===== config.mk =====
export PLATFORM = sky130hd
export DESIGN_NAME = sequencer
export DESIGN_NICKNAME = d
export VERILOG_FILES = /design/src/rtl/cpu_pkg.sv /design/src/rtl/sync_edge.sv /design/src/rtl/sequencer.sv
export SDC_FILE = /design/constraint.sdc
export NUM_CORES = 1
export LEC_CHECK = 0
export ABC_AREA = 1
export ABC_CLOCK_PERIOD_IN_PS = 1500
export CAP_MARGIN = 25
export CORE_ASPECT_RATIO = 0.7
export CORE_MARGIN = 4
export CORE_UTILIZATION = 30
export DETAILED_ROUTE_END_ITERATION = 10
export GPL_ROUTABILITY_DRIVEN = 0
export SLEW_MARGIN = 15
export SYNTH_ARGS = -nofsm -noshare
export SYNTH_HDL_FRONTEND = slang
export SYNTH_HIERARCHICAL = 1
export SYNTH_SLANG_ARGS = --single-unit

===== constraint.sdc =====
create_clock -name clock -period 1.5 [get_ports clock]
set_clock_uncertainty 0.1 [all_clocks]
set_input_delay 0.225 -clock clock [delete_from_list [all_inputs] [get_ports clock]]
set_output_delay 0.225 -clock clock [all_outputs]
set_load 0.02 [all_outputs]

===== src/rtl/cpu_pkg.sv =====
// Shared definitions for the CPU control path: opcode and state encodings,
// the control-strobe bundle, and the opcode-to-strobe decode used in EXEC.
package cpu_pkg;

   localparam int OP_W_C = 3;

   typedef enum logic [2:0] {
      OP_LOAD  = 3'd0,
      OP_STORE = 3'd1,
      OP_ADD   = 3'd2,
      OP_SUB   = 3'd3,
      OP_ADDI  = 3'd4,
      OP_SUBI  = 3'd5,
      OP_BNE   = 3'd6,
      OP_BR    = 3'd7
   } op_e;

   typedef enum logic [1:0] {
      ST_HALT  = 2'd0,
      ST_FETCH = 2'd1,
      ST_EXEC  = 2'd2
   } state_e;

   typedef struct packed {
      logic load_ir;
      logic inc_pc;
      logic load_pc;
      logic load_reg;
      logic alu_add;
      logic alu_sub;
      logic we;
      logic imm;
   } strobe_t;

   localparam strobe_t STROBE_NONE  = strobe_t'(8'h00);
   localparam strobe_t STROBE_FETCH = strobe_t'(8'hC0);

   // Datapath strobes for the EXEC cycle of one opcode; only the listed
   // strobes are raised, so the ALU and write-port groups stay one-hot.
   function automatic strobe_t exec_strobes(input op_e op, input logic z_flag);
      strobe_t s;
      s = STROBE_NONE;
      case (op)
         OP_LOAD:  s.load_reg = 1'b1;
         OP_STORE: s.we       = 1'b1;
         OP_ADD:   begin s.alu_add = 1'b1; s.load_reg = 1'b1; end
         OP_SUB:   begin s.alu_sub = 1'b1; s.load_reg = 1'b1; end
         OP_ADDI:  begin s.alu_add = 1'b1; s.imm = 1'b1; s.load_reg = 1'b1; end
         OP_SUBI:  begin s.alu_sub = 1'b1; s.imm = 1'b1; s.load_reg = 1'b1; end
         OP_BNE:   s.load_pc  = ~z_flag;
         OP_BR:    s.load_pc  = 1'b1;
         default:  s = STROBE_NONE;
      endcase
      return s;
   endfunction

endpackage


===== src/rtl/sync_edge.sv =====
// Two-flop synchronizer for an asynchronous input. With PULSE_OUT set, q is a
// one-cycle pulse on each rising edge of the synchronized level; otherwise q
// is the synchronized level itself.
module sync_edge #(
   parameter bit PULSE_OUT = 1'b1
) (
   input  logic clock,
   input  logic n_reset,
   input  logic d,
   output logic q
);

   logic meta_r;
   logic sync_r;

   // Two-stage metastability filter.
   always_ff @(posedge clock or negedge n_reset) begin
      if (!n_reset) begin
         meta_r <= 1'b0;
         sync_r <= 1'b0;
      end else begin
         meta_r <= d;
         sync_r <= meta_r;
      end
   end

   if (PULSE_OUT) begin : g_pulse
      logic prev_r;

      // Delayed copy of the synchronized level for rising-edge detection.
      always_ff @(posedge clock or negedge n_reset) begin
         if (!n_reset) begin
            prev_r <= 1'b0;
         end else begin
            prev_r <= sync_r;
         end
      end

      assign q = sync_r & ~prev_r;
   end else begin : g_level
      assign q = sync_r;
   end

endmodule


===== src/rtl/sequencer.sv =====
// Instruction sequencer: HALT / FETCH / EXEC control FSM driving datapath
// strobes, with synchronized run/step controls and a retired-instruction
// counter for the display.
module sequencer
   import cpu_pkg::*;
#(
   parameter int WORD_W = 8,
   parameter int OP_W   = 3
) (
   input  logic              clock,
   input  logic              n_reset,
   input  logic [OP_W-1:0]   op,
   input  logic              z_flag,
   input  logic              run,
   input  logic              step,
   output logic              load_IR,
   output logic              INC_PC,
   output logic              load_PC,
   output logic              load_REG,
   output logic              ALU_add,
   output logic              ALU_sub,
   output logic              WE,
   output logic              IMM,
   output logic              halted,
   output logic [WORD_W-1:0] icount
);

   localparam logic [WORD_W-1:0] ONE_C = {{(WORD_W-1){1'b0}}, 1'b1};

   state_e              state_r;
   state_e              next_state_s;
   strobe_t             strobe_s;
   logic                run_s;
   logic                step_p;
   logic                halted_r;
   logic [WORD_W-1:0]   icount_r;
   op_e                 op_s;

   assign op_s = op_e'(op[OP_W_C-1:0]);

   sync_edge #(.PULSE_OUT(1'b0)) u_run_sync (
      .clock   (clock),
      .n_reset (n_reset),
      .d       (run),
      .q       (run_s)
   );

   sync_edge #(.PULSE_OUT(1'b1)) u_step_sync (
      .clock   (clock),
      .n_reset (n_reset),
      .d       (step),
      .q       (step_p)
   );

   // State register.
   always_ff @(posedge clock or negedge n_reset) begin
      if (!n_reset) begin
         state_r <= ST_HALT;
      end else begin
         state_r <= next_state_s;
      end
   end

   // Next-state logic; a step pulse outside HALT is simply ignored.
   always_comb begin
      next_state_s = state_r;
      case (state_r)
         ST_HALT: begin
            if (run_s || step_p) begin
               next_state_s = ST_FETCH;
            end else begin
               next_state_s = ST_HALT;
            end
         end
         ST_FETCH: next_state_s = ST_EXEC;
         ST_EXEC: begin
            if (run_s) begin
               next_state_s = ST_FETCH;
            end else begin
               next_state_s = ST_HALT;
            end
         end
         default: next_state_s = ST_HALT;
      endcase
   end

   // Strobe decode from the state register, opcode and zero flag only.
   always_comb begin
      strobe_s = STROBE_NONE;
      case (state_r)
         ST_HALT:  strobe_s = STROBE_NONE;
         ST_FETCH: strobe_s = STROBE_FETCH;
         ST_EXEC:  strobe_s = exec_strobes(op_s, z_flag);
         default:  strobe_s = STROBE_NONE;
      endcase
   end

   // Registered HALT indicator, tracking the state register exactly.
   always_ff @(posedge clock or negedge n_reset) begin
      if (!n_reset) begin
         halted_r <= 1'b1;
      end else begin
         halted_r <= (next_state_s == ST_HALT);
      end
   end

   // Retired-instruction counter, bumped at the end of every EXEC cycle.
   always_ff @(posedge clock or negedge n_reset) begin
      if (!n_reset) begin
         icount_r <= {WORD_W{1'b0}};
      end else if (state_r == ST_EXEC) begin
         icount_r <= icount_r + ONE_C;
      end else begin
         icount_r <= icount_r;
      end
   end

   assign load_IR  = strobe_s.load_ir;
   assign INC_PC   = strobe_s.inc_pc;
   assign load_PC  = strobe_s.load_pc;
   assign load_REG = strobe_s.load_reg;
   assign ALU_add  = strobe_s.alu_add;
   assign ALU_sub  = strobe_s.alu_sub;
   assign WE       = strobe_s.we;
   assign IMM      = strobe_s.imm;
   assign halted   = halted_r;
   assign icount   = icount_r;

endmodule


# Word-level counts from Yosys, hierarchy flattened
# Index checks and enable logic that the tools add are counted.
[classes]
bitwise = 3
addsub = 1
n_mux = 10
eq_ne = 9
n_reduce_logical = 8
[ops]
columns = ["op", "n"]
rows = [
  ["case mux 8 bit (2 select lines)", 1],
  ["equality test 3 bit (second input constant)", 4],
  ["adder 8 x 1 -> 8 bit (second input constant)", 1],
  ["2-to-1 mux 1 bit", 7],
  ["equality test 3 x 2 -> 1 bit (second input constant)", 2],
  ["case mux 2 bit (3 select lines)", 1],
  ["OR reduction 2 bit", 3],
  ["OR reduction 5 bit", 1],
  ["logical NOT 2 bit", 2],
  ["equality test 3 x 1 -> 1 bit (second input constant)", 1],
  ["logical NOT 3 bit", 1],
  ["equality test 2 x 1 -> 1 bit (second input constant)", 1],
  ["equality test 2 bit (second input constant)", 1],
  ["NOT 1 bit", 2],
  ["case mux 1 bit (2 select lines)", 1],
  ["bitwise AND 1 bit", 1],
  ["logical OR 1 bit", 1],
]
[totals]
output_inout_bits = 17
inputBits = 8
regBits = 16

# Longest topological paths before layout
[logic_depth]
ltp_word = 6
depth_mapped = 9
depth_no_buf = 8

# Cells and area by module
# The synthesis kept the hierarchy.
[by_module_without_submodules]
columns = ["mod", "seq_area_each_um2", "area_per_inst_um2", "cells_per_inst", "instances"]
rows = [
  ["sequencer", 276.5, 668.1, 77, 1],
  ["sync_edge (u_step_sync)", 75.1, 85.1, 5, 1],
  ["sync_edge (u_run_sync)", 50.0, 50.0, 2, 1],
]

# Worst setup path before layout
# No wires, ideal clock.
[synth_timing]
kind = "register to output"
start = "register state_r[0]"
end = "output IMM"
setup_slack_ns = -0.226
stages_incl_launch_ff = 6
t_arrival_ns = 1.401
required_time_ns = 1.175
path_cell_list = "dfrtp_1 inv_1 ha_1 buf_6 nand2_1 nor3b_1"
[synth_via]
elab_chain_cells = 2
elab_cells_between_ends = 3
cone_classes = "eq/ne (2); mux (1)"
[synth_lines]
columns = ["element", "line", "text"]
rows = [
  ["start, declared", "sequencer.sv:30", "state_e state_r;"],
  ["start signal, assigned", "sequencer.sv:60", "state_r <= next_state_s;"],
  ["equality test 2 bit or equality test 2 x 1 -> 1 bit (tied branches)", "sequencer.sv:90", "case (state_r)"],
  ["case mux 8 bit (2 select lines) (*)", "sequencer.sv:90", ""],
  ["end, declared", "sequencer.sv:23", "output logic IMM,"],
]
# Mark *: on every way between the ends. The rest lies on a longest branch, timed or not.

# Final worst setup path
[layout_timing]
start = "register state_r[1]"
end = "output load_PC"
[layout_via]
elab_chain_cells = 2
elab_cells_between_ends = 3
cone_classes = "eq/ne (2); mux (1)"
[layout_lines]
columns = ["element", "line", "text"]
rows = [
  ["equality test 2 bit or equality test 2 x 1 -> 1 bit (tied branches)", "sequencer.sv:90", ""],
  ["case mux 8 bit (2 select lines) (*)", "sequencer.sv:90", ""],
  ["end, declared", "sequencer.sv:18", "output logic load_PC,"],
]
# Marked as above.

==> metrics.yaml <==
clock_tree:
  clock_path_buffers: 2
  insertion_delay_ps: 250
  cts_root_buffer: "clkbuf_8"
  cts_hold_buffers: 0
  cts_tree: "done"
  clkTransAtPathRegs_ps: 60
  clkSinkCount: 16
  cts_max_level: 1
  cts_buffers: 3
placement:
  portBuffers: 24
  placed_cells: 149
  place_hpwl_um: 1370
  preCtsSetupSlack_ps: -611
sta:
  period_share: 1.16
  slew_viol_final: 0
  setup_viol: 9
  tightest_slew_ps: 285
  rsz0062_at_grt: "yes"
  timing.fmax_ghz: 0.575
  setup_slack_ps: -238
  timing.hold.ws_ps: 70.7
  min_period_ps: 1740
  slew_headroom: 0.809
  finalHoldViolCount: 0
critical_path:
  ff2ff_setup_slack_ps: -10
  arrival_ps: 1410
  r2r-start: "state_r[0]"
  crit_fanout: 5
  setup.worst_path.class: "reg2out"
  r2r-end: "icount[7]"
  worstPathRequired_ps: 1170
  cp-start-kind: "flop"
  endpoint_kind: "output pin"
  reg2reg_depth: 8
detailed_routing:
  wl_um: 1680
  wl_per_cell_um: 10.9
  drc: 0
  first_pass_iters: 3
  via_count: 649
  ant_nets: 0
  drtIter0Drc: 13
  viasPerCell: 4.21
power:
  clkPwrFrac: 0.175
  p_leak_uw: 0.000649
  p_total_uw: 2180
  comb_power_share: 0.532
  p_sw_uw: 860
  swShare: 0.395
  p_per_area_mw_per_mm2: 1670
  seq_power_share: 0.293
  intPower_uw: 1320
  ir_drop_v: 0.000715
logic_synthesis:
  syn_inst: 84
  syn_avg_cell_area_um2: 9.56
  synth_cell_type_count: 22
  synth_ff_type: "dfrtp_1"
  async_reset_ff_frac: 1.00
  synth_edf_count: 0
  yosys_warnings: 6
  ys_seq_area_frac: 0.500
  ys_ff_latch: 16
  synth.cell_area_um2: 803
  synthesis.nets: 97
hold_path:
  timing.hold.worst.class: "in2async"
job:
  maxCapViolCount: 0
status:
  status: "complete, but fails checks"
  violations: "setup timing"
floorplanning:
  die_h_um: 51.3
  start_util: 0.319
  rows: 15
  coreArea_mm2: 0.00251
  io_pins: 25
  die-area_mm2: 0.00358
  die_w_um: 69.8
global_route:
  overflow: 0
  antenna_found_initial: 0
  grt_max_degree: 14
  grt_pass1_wl_um: 2900
  grt_pass1_vias: 687
  grt_usage: 0.103
finish:
  fin_nets: 134
  n_antenna_cell: 0
  fin_cells: 154
  drive_gt1_frac: 0.392
  area_growth_pct: 62.8
  finish.utilization: 0.520
[metal layers]
metal | vias up | track usage | part of all wire
met5 | - | 0 | 0
met2 | 13 | 0.176 | 0.51
met3 | 2 | 0.0491 | 0.057
met4 | 0 | 0.0287 | 0.0084
met1 | 301 | 0.117 | 0.42
li1 | 333 | - | -
[state kept, by name, indices dropped and copies added, names as in the netlist]
register and cells:
halted 1, icount 8, state_r 2, u_run_sync/meta_r 1, u_run_sync/q 1, u_step_sync/g_pulse.prev_r 1, u_step_sync/meta_r 1, u_step_sync/sync_r 1
[power groups by stage]
stage / clock (uW) / sequential (uW) / combinational, uW
after floorplan: 0 / 769 / 586
after global placement: 0 / 645 / 1120
after detailed placement: 0 / 643 / 1140
after CTS: 392 / 641 / 1140
after global routing: 412 / 655 / 1240
final: 381 / 639 / 1160
[kinds of logic (layout without fill, tap and decap cells)]
kind of cell    after synthesis  count (layout)  share of synthesized area
simple gates                 40              40                      0.260
flops                        16              16                      0.500
buf+inv                      15              51                     0.0841
fa+ha+maj                     5               5                     0.0779
compound gates                4               4                     0.0311
xor+xnor                      3               3                     0.0327
mux                           1               1                     0.0140
[cells in the final DEF, fill, tap and decap left out]
master and n:
nand2_1 16, ha_2 1, nand3b_1 1, dfstp_2 1, clkbuf_8 4, a21oi_1 1
or2_2 1, nor3b_4 1, dlygate4sd2_1 9, buf_4 10, nand2_2 3, nor2_2 3
inv_1 11, dfrtp_1 15, nand3_1 4, a211oi_2 1, nor2_4 2, ha_4 2
a211oi_4 1, o21ai_0 1, xor2_1 3, inv_2 2, clkdlybuf4s50_1 7, buf_6 8
mux2_2 1, nor2_1 3, nor3_4 3, ha_1 2, nand2_4 2, nand2_8 1
[cells in the mapped netlist, drive strengths merged, types with 2 or more instances]
| master | count | area, um2 |
|---|---|---|
| nor2 | 8 | 50.0 |
| a211oi | 2 | 15.0 |
| buf | 2 | 18.8 |
| dfrtp | 15 | 375 |
| inv | 13 | 48.8 |
| xor2 | 3 | 26.3 |
| ha | 5 | 62.6 |
| nand2 | 22 | 103 |
| nand3 | 4 | 20.0 |
| nor3 | 3 | 15.0 |
[area by class of cell]
type	count	area [um2]
Clock buffer	4	55.1
Fill cell	245	1210
Inverter	13	48.8
Multi-Input combinational cell	53	445
Sequential cell	16	402
Tap cell	34	42.5
Timing Repair Buffer	34	314
[through the flow]
stage / area [um2] / setup TNS, ps
finish: 1310 / -1410
global route: 1310 / -2160
CTS: 1290 / -1360
detailed placement: 1220 / -4140
global placement: 1220 / -3860
floorplan: 892 / -7.85
[worst max path at each step]
stage	endpoint	slack, ps	start
3_3_place_gp	ALU_sub	-580	op[1]
4_1_cts	load_PC	-250	state_r[1]
5_1_grt	IMM	-310	state_r[1]
3_5_place_dp	ALU_sub	-610	op[1]
2_1_floorplan	IMM	-8	state_r[0]
6_report	load_PC	-240	state_r[1]
[timing repair]
item                                    in CTS  in global routing
gates resized for setup                     61                  2
buffers inserted                             1                  1
cloned                                       0                  0
pin swaps                                    6                  2
endpoints found under the setup margin      23                 13
[critical path: stages, from the launching register on]
cell	delay, ps
dfrtp_1	390
inv_2	70
ha_4	290
nand2_8	90
a211oi_4	180
buf_6	150
Note: power is estimated with default switching activity, not from simulation.
